==> config.mk <==
export PLATFORM = sky130hd
export DESIGN_NAME = shop_buyer
export DESIGN_NICKNAME = d
export VERILOG_FILES = /design/src/rtl/shop_pkg.sv /design/src/rtl/shop_order_fifo.sv /design/src/rtl/shop_buyer.sv
export SDC_FILE = /design/constraint.sdc
export NUM_CORES = 1
export LEC_CHECK = 0
export CAP_MARGIN = 20
export CORE_ASPECT_RATIO = 2
export CORE_UTILIZATION = 40
export DETAILED_ROUTE_END_ITERATION = 12
export PLACE_DENSITY_LB_ADDON = 0.1
export SLEW_MARGIN = 0
export SYNTH_ARGS = -nofsm -noshare
export SYNTH_HDL_FRONTEND = slang
export SYNTH_SLANG_ARGS = --single-unit
==> constraint.sdc <==
create_clock -name clk -period 3.3 [get_ports clk]
set_input_delay 0.33 -clock clk [delete_from_list [all_inputs] [get_ports clk]]
set_output_delay 0.33 -clock clk [all_outputs]
set_load 0.1 [all_outputs]
==> src/rtl/shop_pkg.sv <==
// Shared shop/buyer definitions: action and status codes, FSM states and the
// completion record that the buyer latches between ISSUE and SETTLE.
package shop_pkg;

    localparam int unsigned CREDIT_W    = 10;
    localparam int unsigned NUM_ACTIONS = 5;
    localparam int unsigned ACT_W       = 3;
    localparam int unsigned ST_W        = 2;
    localparam int unsigned OK_W        = 8;

    localparam logic [ACT_W-1:0] ACT_KICK  = 3'd0;
    localparam logic [ACT_W-1:0] ACT_PUNCH = 3'd1;
    localparam logic [ACT_W-1:0] ACT_LEFT  = 3'd2;
    localparam logic [ACT_W-1:0] ACT_RIGHT = 3'd3;
    localparam logic [ACT_W-1:0] ACT_WAIT  = 3'd4;

    typedef enum logic [ST_W-1:0] {
        ST_OK      = 2'd0,
        ST_INVALID = 2'd1,
        ST_CREDIT  = 2'd2,
        ST_STOCK   = 2'd3
    } status_e;

    typedef enum logic [1:0] {
        S_IDLE   = 2'd0,
        S_ISSUE  = 2'd1,
        S_SETTLE = 2'd2
    } state_e;

    typedef struct packed {
        logic [ACT_W-1:0] action;
        status_e          status;
    } result_t;

    // Grant the shop must return for a successful purchase of action a.
    function automatic logic [NUM_ACTIONS-1:0] grant_mask(input logic [ACT_W-1:0] a);
        return {{(NUM_ACTIONS-1){1'b0}}, 1'b1} << a;
    endfunction

endpackage

==> src/rtl/shop_order_fifo.sv <==
// Small synchronous order FIFO with wrap-bit pointers; push ignored when full,
// pop ignored when empty.
module shop_order_fifo #(
    parameter int unsigned WIDTH = 3,
    parameter int unsigned DEPTH = 4
) (
    input  logic             clk,
    input  logic             rst,
    input  logic             push_i,
    input  logic [WIDTH-1:0] din_i,
    input  logic             pop_i,
    output logic [WIDTH-1:0] dout_o,
    output logic             full_o,
    output logic             empty_o
);

    localparam int unsigned AW = $clog2(DEPTH);

    logic [WIDTH-1:0] mem_q [DEPTH];
    logic [AW:0]      wr_q;
    logic [AW:0]      rd_q;
    logic             do_push;
    logic             do_pop;

    assign full_o  = (wr_q[AW] != rd_q[AW]) && (wr_q[AW-1:0] == rd_q[AW-1:0]);
    assign empty_o = (wr_q == rd_q);
    assign dout_o  = mem_q[rd_q[AW-1:0]];
    assign do_push = push_i && !full_o;
    assign do_pop  = pop_i && !empty_o;

    always_ff @(posedge clk or posedge rst) begin
        if (rst) begin
            wr_q <= '0;
            rd_q <= '0;
            for (int i = 0; i < DEPTH; i++) mem_q[i] <= '0;
        end else begin
            if (do_push) begin
                mem_q[wr_q[AW-1:0]] <= din_i;
                wr_q                <= wr_q + (AW+1)'(1);
            end
            if (do_pop) rd_q <= rd_q + (AW+1)'(1);
        end
    end

endmodule

==> src/rtl/shop_buyer.sv <==
// Player-side purchase agent: queues orders, owns the wallet, issues one buy
// per order to the shop and reports a per-order completion status.
module shop_buyer
    import shop_pkg::*;
#(
    parameter int unsigned INIT_CREDIT = 500,
    parameter int unsigned QUEUE_DEPTH = 4
) (
    input  logic                   clk,
    input  logic                   rst,
    input  logic                   req_valid,
    input  logic [ACT_W-1:0]       req_action,
    output logic                   req_ready,
    input  logic                   earn_valid,
    input  logic [CREDIT_W-1:0]    earn_amount,
    output logic                   earn_ready,
    output logic                   buy_valid,
    output logic [ACT_W-1:0]       action_number,
    output logic [CREDIT_W-1:0]    credit_in,
    input  logic                   purchase_success,
    input  logic                   err_invalid_action,
    input  logic                   err_credit,
    input  logic                   err_out_of_stock,
    input  logic [CREDIT_W-1:0]    credit_out,
    input  logic [NUM_ACTIONS-1:0] grant_onehot,
    output logic                   done_valid,
    output logic [ACT_W-1:0]       done_action,
    output logic [ST_W-1:0]        done_status,
    output logic [CREDIT_W-1:0]    wallet,
    output logic [OK_W-1:0]        ok_count,
    output logic                   protocol_err
);

    state_e              state_q, state_d;
    logic [CREDIT_W-1:0] wallet_q, wallet_d;
    result_t             res_q, res_d;
    result_t             done_q, done_d;
    logic                done_valid_q, done_valid_d;
    logic [OK_W-1:0]     ok_q, ok_d;
    logic                perr_q, perr_d;

    logic                fifo_pop_c;
    logic                fifo_full_c;
    logic                fifo_empty_c;
    logic [ACT_W-1:0]    fifo_head_c;
    logic [CREDIT_W:0]   earn_sum_c;

    shop_order_fifo #(
        .WIDTH (ACT_W),
        .DEPTH (QUEUE_DEPTH)
    ) u_fifo (
        .clk     (clk),
        .rst     (rst),
        .push_i  (req_valid && req_ready),
        .din_i   (req_action),
        .pop_i   (fifo_pop_c),
        .dout_o  (fifo_head_c),
        .full_o  (fifo_full_c),
        .empty_o (fifo_empty_c)
    );

    assign earn_sum_c = {1'b0, wallet_q} + {1'b0, earn_amount};

    // State register; async reset also discards any in-flight order.
    always_ff @(posedge clk or posedge rst) begin
        if (rst) begin
            state_q      <= S_IDLE;
            wallet_q     <= CREDIT_W'(INIT_CREDIT);
            res_q        <= '0;
            done_q       <= '0;
            done_valid_q <= 1'b0;
            ok_q         <= '0;
            perr_q       <= 1'b0;
        end else begin
            state_q      <= state_d;
            wallet_q     <= wallet_d;
            res_q        <= res_d;
            done_q       <= done_d;
            done_valid_q <= done_valid_d;
            ok_q         <= ok_d;
            perr_q       <= perr_d;
        end
    end

    always_comb begin
        state_d      = state_q;
        wallet_d     = wallet_q;
        res_d        = res_q;
        done_d       = done_q;
        done_valid_d = 1'b0;
        ok_d         = ok_q;
        perr_d       = perr_q;
        fifo_pop_c   = 1'b0;
        case (state_q)
            S_IDLE: begin
                if (earn_valid) begin
                    wallet_d = earn_sum_c[CREDIT_W] ? '1 : earn_sum_c[CREDIT_W-1:0];
                end else if (!fifo_empty_c) begin
                    state_d = S_ISSUE;
                end
            end
            S_ISSUE: begin
                // Shop verdict is combinational on buy_valid; a silent shop is a protocol fault.
                fifo_pop_c   = 1'b1;
                res_d.action = fifo_head_c;
                if (purchase_success)        res_d.status = ST_OK;
                else if (err_invalid_action) res_d.status = ST_INVALID;
                else if (err_credit)         res_d.status = ST_CREDIT;
                else if (err_out_of_stock)   res_d.status = ST_STOCK;
                else begin
                    res_d.status = ST_INVALID;
                    perr_d       = 1'b1;
                end
                state_d = S_SETTLE;
            end
            S_SETTLE: begin
                // Shop echoes the unchanged credit on failure, so always adopt it.
                wallet_d = credit_out;
                if (res_q.status == ST_OK) begin
                    if (grant_onehot != grant_mask(res_q.action)) perr_d = 1'b1;
                    if (ok_q != '1) ok_d = ok_q + OK_W'(1);
                end
                done_valid_d = 1'b1;
                done_d       = res_q;
                state_d      = S_IDLE;
            end
            default: state_d = S_IDLE;
        endcase
    end

    assign req_ready     = !fifo_full_c;
    assign earn_ready    = (state_q == S_IDLE);
    assign buy_valid     = (state_q == S_ISSUE);
    assign action_number = buy_valid ? fifo_head_c : '0;
    assign credit_in     = wallet_q;
    assign wallet        = wallet_q;
    assign done_valid    = done_valid_q;
    assign done_action   = done_q.action;
    assign done_status   = done_q.status;
    assign ok_count      = ok_q;
    assign protocol_err  = perr_q;

endmodule

==> results.json, run 1 <==
{
  "status": "completed",
  "syn_avg_cell_area_um2": 10.40,
  "cts_max_path_buffers": 2,
  "worstMarginPinSlew_ns": 1.000,
  "grt_usage_pct": 18.98,
  "fin_skew_ns": 0.002838,
  "dieArea_um2": 7856,
  "cts_tree": "done",
  "clk_latency_ns": 0.29,
  "drive_gt1_share_pct": 14.89,
  "yosysTopAreaCell": "dfrtp_1",
  "fin_crit_ns": 2.774,
  "area_growth_pct": 31.47,
  "die_h_um": 124.4,
  "netlist_top_cells_area": "dfrtp_1 (37%), ha_1 (7.9%), mux2_2 (7.1%)",
  "r2r_slack_ns": 0.57,
  "drc_errors": 0,
  "drt_pass1_iterations": 6,
  "wire_per_inst_um": 15.67,
  "async_reset_ff_share_pct": 100.0,
  "diodes": 0,
  "crit_required_ns": 3.51,
  "die_w_um": 63.18,
  "cts_resized": 0,
  "worst_setup_path_start_kind": "input pin",
  "clockRootBuffer": "clkbuf_16",
  "io_pins": 77,
  "synth_top_area_share_pct": 36.77,
  "detail-route-antenna-nets": 0,
  "min_period_over_period_pct": 84.07,
  "crit_type": "in -> reg",
  "rows": 44,
  "clk_pin_slew_ns": 0.07,
  "final_common_cell": "clkdlybuf4s50_1",
  "tns_ns": 0,
  "num_vias": 2396,
  "relSlewSlack_pct": 33.11,
  "post-dp-hpwl_um": 5479,
  "syn_nets": 344,
  "port-buffer-count": 76,
  "synth.distinct_cells": 49,
  "core_area_um2": 7267,
  "cts_hold_buf": 0,
  "cts_setup_buffers": 0,
  "crit_arrival_ns": 2.99,
  "reg2reg_depth": 7,
  "grt_setup_unrepaired": "false",
  "synth_edf_count": 0,
  "fin_nets": 411,
  "drv_slew": 0,
  "r2r-end": "credit_in[5]$_DFFE_PP1P_",
  "cap_violations": 0,
  "grt_pass1_wl_um": 11750,
  "wl_um": 7021,
  "grt_pass1_vias": 2502,
  "cts_buffers": 5,
  "fmax_mhz": 360.4,
  "netlist_area_um2": 2994,
  "antenna_found_initial": 0,
  "final_cell_mix": "clkdlybuf4s50_1 (68), dfrtp_1 (44), nand2_1 (24)",
  "grt_overflow_total": 0,
  "yosys_register_bits": 50,
  "htree_levels": 2,
  "synth_ff_type": "dfrtp_1",
  "crit_path_end_kind": "register",
  "crit_fanout": 8,
  "initial_utilization_pct": 41.20,
  "dr.first_iter.drc_count": 88,
  "finalSetupViolations": 0,
  "r2r_start": "credit_in[0]$_DFFE_PP0P_",
  "grt_start_max_net_pins": 51,
  "synth-seq-area-share_pct": 42.04,
  "synthCells": 288,
  "yosysWarnings": 0,
  "routed_via_density": 5.348,
  "place_congestion": 0.8711,
  "cts_sinks": 50,
  "hold_viol_final": 0,
  "min_path_type": "in -> async"
}
[layout make-up]
| type | count | area (um2) |
|---|---|---|
| clock buffer | 5 | 125.1 |
| clock inverter | 3 | 40.04 |
| fill | 706 | 3331 |
| inverter | 17 | 63.81 |
| multi-input combinational | 203 | 1565 |
| sequential | 50 | 1259 |
| tap | 92 | 115.1 |
| timing repair buffer | 78 | 768.2 |
[critical path: stages]
cell and delay, ns:
clkdlybuf4s50_1 0.41, ha_1 0.24, fa_1 0.44, a211o_1 0.41
a2111oi_4 0.39, o21ai_2 0.22, a2111oi_1 0.43, o31ai_1 0.12
[synth_stat cells, types with 5 or more instances]
| master | n |
|---|---|
| nand3_1 | 7 |
| xor2_1 | 5 |
| o22ai_1 | 6 |
| dfstp_2 | 6 |
| a211oi_1 | 7 |
| a21oi_1 | 10 |
| dfrtp_1 | 44 |
| nor2_1 | 16 |
| xnor2_1 | 11 |
| a21o_1 | 8 |
| o21ai_0 | 12 |
| ha_1 | 19 |
| mux2_2 | 19 |
| nand2_1 | 24 |
| nor4_1 | 6 |
| clkbuf_1 | 6 |
| buf_4 | 10 |
| inv_1 | 16 |
[state kept, by name, indices dropped and copies added, names as in the netlist]
name          flops
u_fifo.mem_q     12
u_fifo.wr_q       3
done_action       3
credit_in        10
done_valid        1
ok_count          8
state_q           2
u_fifo.rd_q       3
protocol_err      1
done_status       2
res_q             5
[how the worst max path moves through the flow]
stage                     cells past startpoint                       end  slack [ns]                     start
after CTS                                     8  credit_in[5]$_DFFE_PP1P_        0.55            earn_amount[0]
after global routing                          8  credit_in[5]$_DFFE_PP1P_        0.37            earn_amount[0]
after global placement                        8  credit_in[5]$_DFFE_PP1P_        0.28            earn_amount[0]
after detailed placement                      8  credit_in[5]$_DFFE_PP1P_        0.25            earn_amount[0]
after floorplan                               7  credit_in[5]$_DFFE_PP1P_        0.29  credit_in[0]$_DFFE_PP0P_
final                                         8  credit_in[5]$_DFFE_PP1P_        0.53            earn_amount[0]
[logic make-up (layout without fill, tap and decap cells)]
group	after synthesis	count (layout)	share of synthesized area (%)
simple gates	73	73	12.04
fa+ha+maj	20	20	8.609
xor+xnor	16	16	4.680
compound gates	69	69	16.55
flops	50	50	42.04
buf+inv	35	103	5.683
mux	25	25	10.41
[per-stage QoR]
step                util (%)  hold slack (ns)  setup slack, ns  cells  cell area (um2)
floorplan                  -           0.4243           0.2917    288             2994
global placement       51.62           0.4706           0.2759    439             3751
detailed placement     51.62           0.4732           0.2500    439             3751
CTS                    53.89           0.4887           0.5492    447             3916
global route           54.17           0.4699           0.3737    448             3936
finish                 54.17           0.4126           0.5257    448             3936
[per-layer routing]
metal / routed length, um / GRT usage (%) / vias up
met1: 2556 / 18.60 / 1153
met5: 0 / 0 / -
li1: - / - / 1178
met2: 4115 / 37.70 / 56
met3: 208 / 2.930 / 9
met4: 140 / 7.353 / 0
Power of run 1 is not shown: default switching activity piles up to over one toggle a cycle in this logic, so the estimate is an artifact.
==> inputs of run 2 (changes only) <==
clock period = 2.9 ns   (was 3.3 ns; I/O delays follow)
==> run 2 against run 1 <==
Via count grew 2.4%. Sequential share of layout area up 0.42 points. Final area fell by 1.2%. Worst setup slack lost 0.16 ns. Core utilization down 0.65 points. Critical path type is now reg -> reg. Clock skew increased by 0.0064 ns. Flip-flop and latch count unchanged. Worst hold slack worse by 0.094 ns. Global-route usage rose by 0.92 points. Cell count increased by 1.3%. Routed wire length grew 4.3%. Critical path depth shrank 1.
==> results.json, run 2 (synthesis results as in run 1) <==
{
  "relSlewSlack_pct": 61.03,
  "cts_sinks": 50,
  "cts_hold_buf": 0,
  "crit_arrival_ns": 2.74,
  "initial_utilization_pct": 41.20,
  "grt_pass1_vias": 2455,
  "top_register": "u_fifo.mem_q",
  "clockRootBuffer": "clkbuf_16",
  "grt_setup_unrepaired": "false",
  "cts_setup_buffers": 0,
  "grt_overflow_total": 0,
  "core_area_um2": 7267,
  "drv_slew": 0,
  "wire_per_inst_um": 16.13,
  "r2r_slack_ns": 0.37,
  "clk_pin_slew_ns": 0.07,
  "tns_ns": 0,
  "worst_setup_path_start_kind": "register",
  "grt_pass1_wl_um": 12050,
  "routed_via_density": 5.405,
  "port-buffer-count": 76,
  "crit_fanout": 4,
  "die_h_um": 124.4,
  "drive_gt1_share_pct": 25.41,
  "drt_pass1_iterations": 6,
  "area_growth_pct": 29.88,
  "place_congestion": 0.8549,
  "min_path_type": "in -> async",
  "cts_buffers": 5,
  "num_vias": 2454,
  "final_cell_mix": "buf_4 (49), dfrtp_1 (43), clkdlybuf4s50_1 (35)",
  "diodes": 0,
  "clk_latency_ns": 0.29,
  "placed_cell_area_um2": 3722,
  "wl_um": 7325,
  "dieArea_um2": 7856,
  "worstMarginPinSlew_ns": 0.5846,
  "fin_nets": 417,
  "detail-route-antenna-nets": 0,
  "min_period_over_period_pct": 87.26,
  "fmax_mhz": 395.2,
  "crit_type": "reg -> reg",
  "final_common_cell": "buf_4",
  "rows": 44,
  "largest_reg_flops": 12,
  "finalSetupViolations": 0,
  "design_area_um2": 3889,
  "htree_levels": 2,
  "cap_violations": 0,
  "io_pins": 77,
  "cts_tree": "done",
  "fin_crit_ns": 2.531,
  "nFillCells": 698,
  "cts_resized": 0,
  "crit_required_ns": 3.11,
  "dr.first_iter.drc_count": 102,
  "post-dp-hpwl_um": 5702,
  "hold_viol_final": 0,
  "status": "completed",
  "cts_max_path_buffers": 2,
  "fin_skew_ns": 0.009231,
  "grt_usage_pct": 19.90,
  "die_w_um": 63.18,
  "antenna_found_initial": 0,
  "drc_errors": 0,
  "crit_path_end_kind": "register",
  "grt_start_max_net_pins": 28
}
-- run 2: changes by cell type in the layout (fill, tap and decap cells not counted) --
cell             delta
dfrtp_1             -1
clkbuf_1            +1
clkinvlp_4          +1
buf_4              +40
clkinv_2            -2
buf_12              -1
clkdlybuf4s50_1    -33
dfrtp_2             +1
-- run 2: worst max-delay path: stages, from the launching register on --
cell	delay, ns
dfrtp_2	0.43
ha_1	0.22
fa_1	0.40
a211o_1	0.39
a2111oi_4	0.35
o21ai_2	0.15
a2111oi_1	0.39
o31ai_1	0.12
-- run 2: cell type report --
cell class	instances	area (um2)	share of cell area, %
timing repair buffer	84	718.2	18.47
tap	92	115.1	2.960
multi-input combinational	203	1565	40.25
clock inverter	2	37.54	0.9653
clock buffer	6	128.9	3.314
inverter	17	63.81	1.641
sequential	50	1260	32.40
-- run 2: per-layer routing --
metal / up-vias / track usage [%] / wire (um)
met5: - / 0 / 0
met4: 0 / 7.620 / 123
met1: 1202 / 19.44 / 2637
met3: 8 / 3.114 / 220
met2: 57 / 39.60 / 4343
li1: 1187 / - / -
-- run 2: final timing paths --
| path | startpoint | endpoint | cells after the start |
|---|---|---|---|
| setup / recovery | credit_in[0]$_DFFE_PP0P_ | credit_in[5]$_DFFE_PP1P_ | 7 |
| min in group clk | protocol_err$_DFFE_PP0P_ | protocol_err$_DFFE_PP0P_ | 1 |
| setup reg to reg | credit_in[0]$_DFFE_PP0P_ | credit_in[5]$_DFFE_PP1P_ | 7 |
| max in group asynchronous | rst | credit_in[4]$_DFFE_PP1P_ | 4 |
| hold / removal | rst | u_fifo.mem_q[2]$_DFFE_PP0P_ | 2 |
| hold reg to reg | protocol_err$_DFFE_PP0P_ | protocol_err$_DFFE_PP0P_ | 1 |
-- run 2: per-stage QoR --
step	util, %	hold slack, ns	setup WS [ns]	std cells
final	53.51	0.3185	0.3694	454
after CTS	53.51	0.3279	0.3462	454
after global routing	53.51	0.3695	0.1991	454
after global placement	51.22	0.4821	0.07234	446
after floorplan	-	0.3843	0.07068	288
after detailed placement	51.22	0.4832	0.04712	446
Power of run 2 is left out for the same reason.
